[src/rtl/mem_stage_pkg.sv]
// Shared MEM-stage types: writeback selects,
// FSM encoding and error-flag bit positions.
package mem_stage_pkg;

  localparam logic [2:0] WSEL_ALU  = 3'd0;
  localparam logic [2:0] WSEL_RAM  = 3'd1;
  localparam logic [2:0] WSEL_LINK = 3'd2;

  localparam int ERR_TIMEOUT  = 0;
  localparam int ERR_MISALIGN = 1;

  typedef enum logic {
    IDLE = 1'b0,
    WAIT = 1'b1
  } state_e;

endpackage

[src/rtl/mem_wait_timer.sv]
// Counts cycles spent waiting for ram_ack and
// flags the last permitted wait cycle.
module mem_wait_timer #(
  parameter int unsigned TIMEOUT = 16
) (
  input  logic clk,
  input  logic resetn,
  input  logic in_wait,
  input  logic ram_ack,
  output logic timeout_hit
);

  logic [7:0] count;

  always_ff @(posedge clk) begin
    if (!resetn) begin
      count <= 8'd0;
    end else if (!in_wait) begin
      count <= 8'd0;
    end else begin
      count <= count + 8'd1;
    end
  end

  assign timeout_hit = in_wait & ~ram_ack &
                       (count == 8'(TIMEOUT - 1));

endmodule

[src/rtl/mem_stage.sv]
// MEM pipeline stage: data-RAM handshake with
// stall, timeout abort and misalignment trap.
module mem_stage
  import mem_stage_pkg::*;
#(
  parameter int unsigned TIMEOUT = 16
) (
  input  logic        clk,
  input  logic        resetn,
  input  logic [31:0] ex_pc,
  input  logic [31:0] ex_alu_out,
  input  logic [2:0]  ex_rf_wsel,
  input  logic [4:0]  ex_rd,
  input  logic [31:0] ex_rdata2,
  input  logic        ex_ram_we,
  input  logic        ex_rf_nwe,
  input  logic        ex_is_ram,
  output logic        ram_req,
  output logic        ram_we,
  output logic [31:0] ram_addr,
  output logic [31:0] ram_wdata,
  input  logic        ram_ack,
  input  logic [31:0] ram_rdata,
  output logic        stall,
  output logic [31:0] mem_pc,
  output logic [31:0] mem_wdata,
  output logic [4:0]  mem_rd,
  output logic        mem_rf_nwe,
  output logic [1:0]  mem_err
);

  state_e      state;
  state_e      state_nx;
  logic        access_ok;
  logic        misalign;
  logic        timeout_hit;
  logic [31:0] wb_data;
  logic [1:0]  err_nx;

  assign access_ok = ex_is_ram & ~|ex_alu_out[1:0];
  assign misalign  = ex_is_ram & |ex_alu_out[1:0];

  mem_wait_timer #(
    .TIMEOUT (TIMEOUT)
  ) u_timer (
    .clk         (clk),
    .resetn      (resetn),
    .in_wait     (state == WAIT),
    .ram_ack     (ram_ack),
    .timeout_hit (timeout_hit)
  );

  assign ram_addr  = {ex_alu_out[31:2], 2'b00};
  assign ram_wdata = ex_rdata2;
  assign ram_we    = ex_ram_we & ram_req;
  assign stall     = ram_req & ~ram_ack & ~timeout_hit;

  always_comb begin
    ram_req  = 1'b0;
    state_nx = state;
    unique case (state)
      IDLE: begin
        ram_req = access_ok;
        if (ram_req && !ram_ack) state_nx = WAIT;
      end
      WAIT: begin
        ram_req = access_ok;
        if (ram_ack || timeout_hit) state_nx = IDLE;
      end
      default: state_nx = IDLE;
    endcase
  end

  always_comb begin
    wb_data = ex_alu_out;
    case (ex_rf_wsel)
      WSEL_RAM:  wb_data = ram_rdata;
      WSEL_LINK: wb_data = ex_pc + 32'd8;
      default:   wb_data = ex_alu_out;
    endcase
  end

  // ack beats timeout: timeout_hit is already gated by ~ram_ack
  always_comb begin
    err_nx               = 2'b00;
    err_nx[ERR_TIMEOUT]  = timeout_hit;
    err_nx[ERR_MISALIGN] = misalign;
  end

  always_ff @(posedge clk) begin
    if (!resetn) begin
      state      <= IDLE;
      mem_pc     <= 32'd0;
      mem_wdata  <= 32'd0;
      mem_rd     <= 5'd0;
      mem_rf_nwe <= 1'b0;
      mem_err    <= 2'b00;
    end else begin
      state <= state_nx;
      if (stall) begin
        mem_rf_nwe <= 1'b0;
        mem_err    <= 2'b00;
      end else begin
        mem_pc     <= ex_pc;
        mem_rd     <= ex_rd;
        mem_wdata  <= wb_data;
        mem_rf_nwe <= ex_rf_nwe & ~misalign & ~timeout_hit;
        mem_err    <= err_nx;
      end
    end
  end

endmodule

[config.mk]
export PLATFORM = sky130hd
export DESIGN_NAME = mem_stage
export DESIGN_NICKNAME = d
export VERILOG_FILES = /design/src/rtl/mem_stage_pkg.sv /design/src/rtl/mem_wait_timer.sv /design/src/rtl/mem_stage.sv
export SDC_FILE = /design/constraint.sdc
export NUM_CORES = 1
export LEC_CHECK = 0
export BUFFER_PORTS_ARGS = -buffer_cell sky130_fd_sc_hd__buf_2
export CORE_MARGIN = 2
export CORE_UTILIZATION = 30
export CTS_CLUSTER_SIZE = 12
export DETAILED_ROUTE_END_ITERATION = 10
export GPL_TIMING_DRIVEN = 0
export PLACE_DENSITY = 0.6
export SLEW_MARGIN = 20
export SYNTH_ARGS = -nofsm -noshare
export SYNTH_HDL_FRONTEND = slang
export SYNTH_SLANG_ARGS = --single-unit
export TNS_END_PERCENT = 1
[constraint.sdc]
create_clock -name clk -period 3.1 [get_ports clk]
set_input_delay 0.62 -clock clk [delete_from_list [all_inputs] [get_ports clk]]
set_output_delay 0.62 -clock clk [all_outputs]
set_load 0.005 [all_outputs]
# [Word-level counts from Yosys, hierarchy flattened]
# Cells that the tools add are included.
[totals] regBits=81 latch_bits=0 mem_bits_rw=0 romBits=0 inputBits=142 output_inout_bits=139 elab_cells=37 n_memories=0
[classes] n_addsub=2 n_mul=0 div_mod_pow=0 n_lt_le_gt_ge=0 eq_ne=3 n_shift=0 mux=4 bitwise=14 reduce_logical=7
[ops] op="$pmux 32 s2" n=1
[ops] op="$add 32x4->32 const B" n=1
[ops] op="$and 1x1->1" n=9
[ops] op="$add 8x1->8 const B" n=1
[ops] op="$eq 8x4->1 const B" n=1
[ops] op="$not 1->1" n=5
[ops] op="$reduce_or 2->1" n=2
[ops] op="$eq 3x1->1 const B" n=1
[ops] op="$eq 3x2->1 const B" n=1
[ops] op="$logic_not 1->1" n=2
[ops] op="$mux 1" n=2
[ops] op="$pmux 1 s2" n=1
[ops] op="$reduce_and 2->1" n=1
[ops] op="$logic_and 1x1->1" n=1
[ops] op="$logic_or 1x1->1" n=1

# [Depth between registers and ports, before layout]
[logic_depth] depth_word=6 mapped_depth=9 depth_no_buf=7

# [Cells and area by module]
# From an unflattened synthesis, not the netlist that was laid out.
[hier_totals] hier_cells=555 hier_area_um2=4498.1
[by_module_without_submodules] module="mem_stage" instances=1 cells_per_inst=520 area_each_um2=4174.0 seq_area_each_um2=1461.4
[by_module_without_submodules] module="mem_wait_timer" instances=1 cells_per_inst=35 area_each_um2=324.1 seq_area_each_um2=160.2

# [Worst setup path before layout]
# OpenSTA, ideal clock, no wires.
[synth_path] path_kind="register to output" from="register u_timer.count[0]" to="output port stall" t_arrival_ns=1.556 path_slack_ns=0.924 path_stages_with_launch=8 path_cell_list="dfxtp_1 ha_1 and3_4 and3_1 or3_1 buf_4 inv_4 buf_6"
[synth_via] elab_chain_cells=4
[synth_rtl] item="from (decl)" line="mem_wait_timer.sv:13" text="logic [7:0] count;"
[synth_rtl] item="from (signal assigned)" line="mem_wait_timer.sv:21" text="count <= count + 8'd1;"
[synth_rtl] item="$eq 8x4->1" line="mem_wait_timer.sv:26" text="(count == 8'(TIMEOUT - 1));"
[synth_rtl] item="$and 1x1->1" line="mem_wait_timer.sv:25" text="assign timeout_hit = in_wait & ~ram_ack &"
[synth_rtl] item="$not 1->1" line="mem_stage.sv:56" text="assign stall = ram_req & ~ram_ack & ~timeout_hit;"
[synth_rtl] item="$and 1x1->1" line="mem_stage.sv:56"
[synth_rtl] item="to (decl)" line="mem_stage.sv:24" text="output logic stall,"
# No other way between the ends.

# [Worst setup path after layout]
# Same ends and word-level chain as after synthesis.

==> impl_metrics.toml <==
[die]
die_w_um = 131
initial_core_util = 0.305
core-area_sq_um = 15800
dieArea_sq_um = 17100
ios = 281
rows = 46
die_h_um = 131

[synth]
postSynth.asyncResetShare = 0
synth_area_sq_um = 4830
synth_top_area_frac = 0.336
synth.distinct_cells = 44
synth_ff_type = "dfxtp_1"
ys_warn_count = 0
yosys-top-cells-area = "dfxtp_1 (34%), buf_4 (11%), nand2_1 (8.5%), a21boi_1 (5.7%), a21oi_1 (4.8%)"
synth_edf_count = 0
synth_seq_cells = 81
seq_area_frac_synth = 0.336
avgSynthCellArea_sq_um = 7.78
yosysMostFrequentCell = "nand2_1"
synth_commonest_cells = "nand2_1 (110), dfxtp_1 (81), buf_4 (69)"
syn_inst = 621
synth_top_area_cell = "dfxtp_1"

[global_route]
grt_pass1_wl_um = 26300
first_global_vias = 4694
grtUsageTotal = 0.203
grt.overflow.total = 0
antenna_found_initial = 1
grt_max_degree = 14

[place]
io_buffers = 243
postPlaceCellArea_sq_um = 6320
place.gp.congestion = 0.829
dp_hpwl_um = 14200

[job]
drv_cap = 0

[cts]
cts_sinks = 81
clockBufferDepth = 2
cts_hold_buf = 0
cts_tree = "built"
cts_resized = 0
clk_latency_ns = 0.34
post_cts_buffers = 0
cts_root_buffer = "clkbuf_16"
cts-htree-levels = 3
cts_buffers = 9
clkSlewWorstSetupHoldPaths_ns = 0.06

[routing]
vias = 5214
wirelength_um = 17800
drtIter0Drc = 308
drtPass1Iterations = 5
via_per_inst = 4.75
wl_per_cell_um = 16.2
ant_nets = 0
drc = 0

[setup_path]
cp.required_ns = 2.48
end_kind = "primary output"
crit_slowest_cell = "or3_1"
rrSetupSlack_ns = 0.98
critPathKind = "register to primary output"
critical_path.cell_chain = "ha_1 > and3_4 > and3_1 > or3_1 > buf_4 > inv_4 > buf_6 > buf_2"
critPathLaunch = "u_timer.count[0]$_SDFF_PN0_"
worstPathMaxFanout = 10
crit_path_start_kind = "register"
worst_r2r_startpoint = "u_timer.count[0]$_SDFF_PN0_"
cp_slowest_stage_delay_ns = 0.35
critPathArrivalTime_ns = 2.20

[timing]
finalClockSkew_ns = 0.00840
fin_tns_setup_ns = 0
fin_crit_sh = 0.909
hold_viol = 0
worst_pin_slew_ns = 0.772
fmax_mhz = 355
slew_viol_final = 0
relSlewSlack = 0.483
rsz0062_at_grt = "no"
finalSetupViolations = 0
fin_crit_ns = 2.82

[cells_and_area]
final_area_sq_um = 6610
area_growth_syn_to_layout_pct = 36.9
drive_above_1_share = 0.403
nets = 1020

[power_and_ir_drop]
peakVddDrop_mv = 0.230
leakage_nw = 3.25
powerDensity_nw_per_um2 = 417

[worst_hold_path]
hold_class = "register to register"
hold_path.startpoint = "mem_rd[2]$_SDFFE_PN0N_"

[status]
status = "complete, no violations"
==> path summary, 6_finish.rpt <==
check	to	cells past startpoint
worst min register to register	mem_rd[2]$_SDFFE_PN0N_	2
worst max-delay path	stall	8
worst max register to register	mem_wdata[21]$_SDFFE_PN0N_	8
worst min-delay path	mem_rd[2]$_SDFFE_PN0N_	2
==> flip-flops by register name, summed over array words and instances (netlist names) <==
register,count
mem_wdata,32
mem_rd,5
mem_rf_nwe,1
mem_err,2
u_timer.count,8
state,1
mem_pc,32
==> worst max-delay path, delay by kind of cell, from the launching register on <==
kind                       cells  cell delay [ns]
and+or+nand+nor                3             0.72
buffers and inverters          4             0.58
DFF                            1             0.33
adders and majority gates      1             0.23
==> placed cells by master, fill, tap and decap left out, types with 8 or more instances in the layout <==
cell       Yosys  layout
nand4_1        8       8
nor2_1        27      27
clkbuf_16      0       9
buf_4         69      69
o211a_1       15      15
a221oi_1       9       9
nor3_1        12      12
nor2b_1       23      23
xnor2_1       12      12
and3_1         8       8
o21ai_0       38      38
nor4_1        14      14
a21boi_1      37      37
buf_2         15     258
dfxtp_1       81      81
nand3_1       17      17
a21oi_1       46      46
clkbuf_1      19      21
nand2_1      110     110
==> area by class of cell <==
type                    instances  area (sq um)
clock inverters                 5          56.3
well taps                     216           270
flip-flops and latches         81          1620
diodes                          1          2.50
fillers                      1673          9210
plain buffers                 109           732
multi-input cells             429          2470
repair buffers                243          1220
inverters                       3          13.8
clock buffers                  11           233
==> through the flow <==
stage	total power [mW]	hold slack [ns]	setup WS, ns	utilization	instances
3_5_place_dp	1.72	0.440	0.353	0.399	1081
5_1_grt	2.90	0.460	0.153	0.418	1098
4_1_cts	2.78	0.447	0.246	0.418	1097
6_report	2.76	0.444	0.281	0.418	1098
2_1_floorplan	1.44	0.426	0.924	-	622
3_3_place_gp	1.72	0.435	0.371	0.399	1081
==> routing by layer <==
| metal | track usage | wire length (um) | vias to the layer above | part of all wire |
|---|---|---|---|---|
| li1 | - | - | 2632 | - |
| met1 | 0.276 | 8080 | 2324 | 0.45 |
| met2 | 0.325 | 8200 | 230 | 0.46 |
| met3 | 0.0399 | 1150 | 28 | 0.065 |
| met4 | 0.0651 | 346 | 0 | 0.019 |
| met5 | 0 | 0 | - | 0 |
==> cells by family (layout without fill, tap and decap cells) <==
logic type | after synthesis | count (layout) | share of synthesized area
DFF | 81 | 81 | 0.336
other | 1 | 3 | 0.000776
adders and majority gates | 2 | 2 | 0.00518
and+or+nand+nor | 236 | 236 | 0.238
xor gates and xnor gates | 17 | 17 | 0.0308
buffers and inverters | 112 | 371 | 0.154
AOI/OAI and AO/OA | 172 | 172 | 0.235
==> power breakdown <==
| group | leakage, nW | switching, mW | internal [mW] |
|---|---|---|---|
| sequential | 0.672 | 0.0309 | 1.11 |
| combinational | 2.44 | 0.285 | 0.276 |
| clock | 0.139 | 0.436 | 0.623 |
| total | 3.25 | 0.752 | 2.01 |
(Power assumes the default switching activity.)
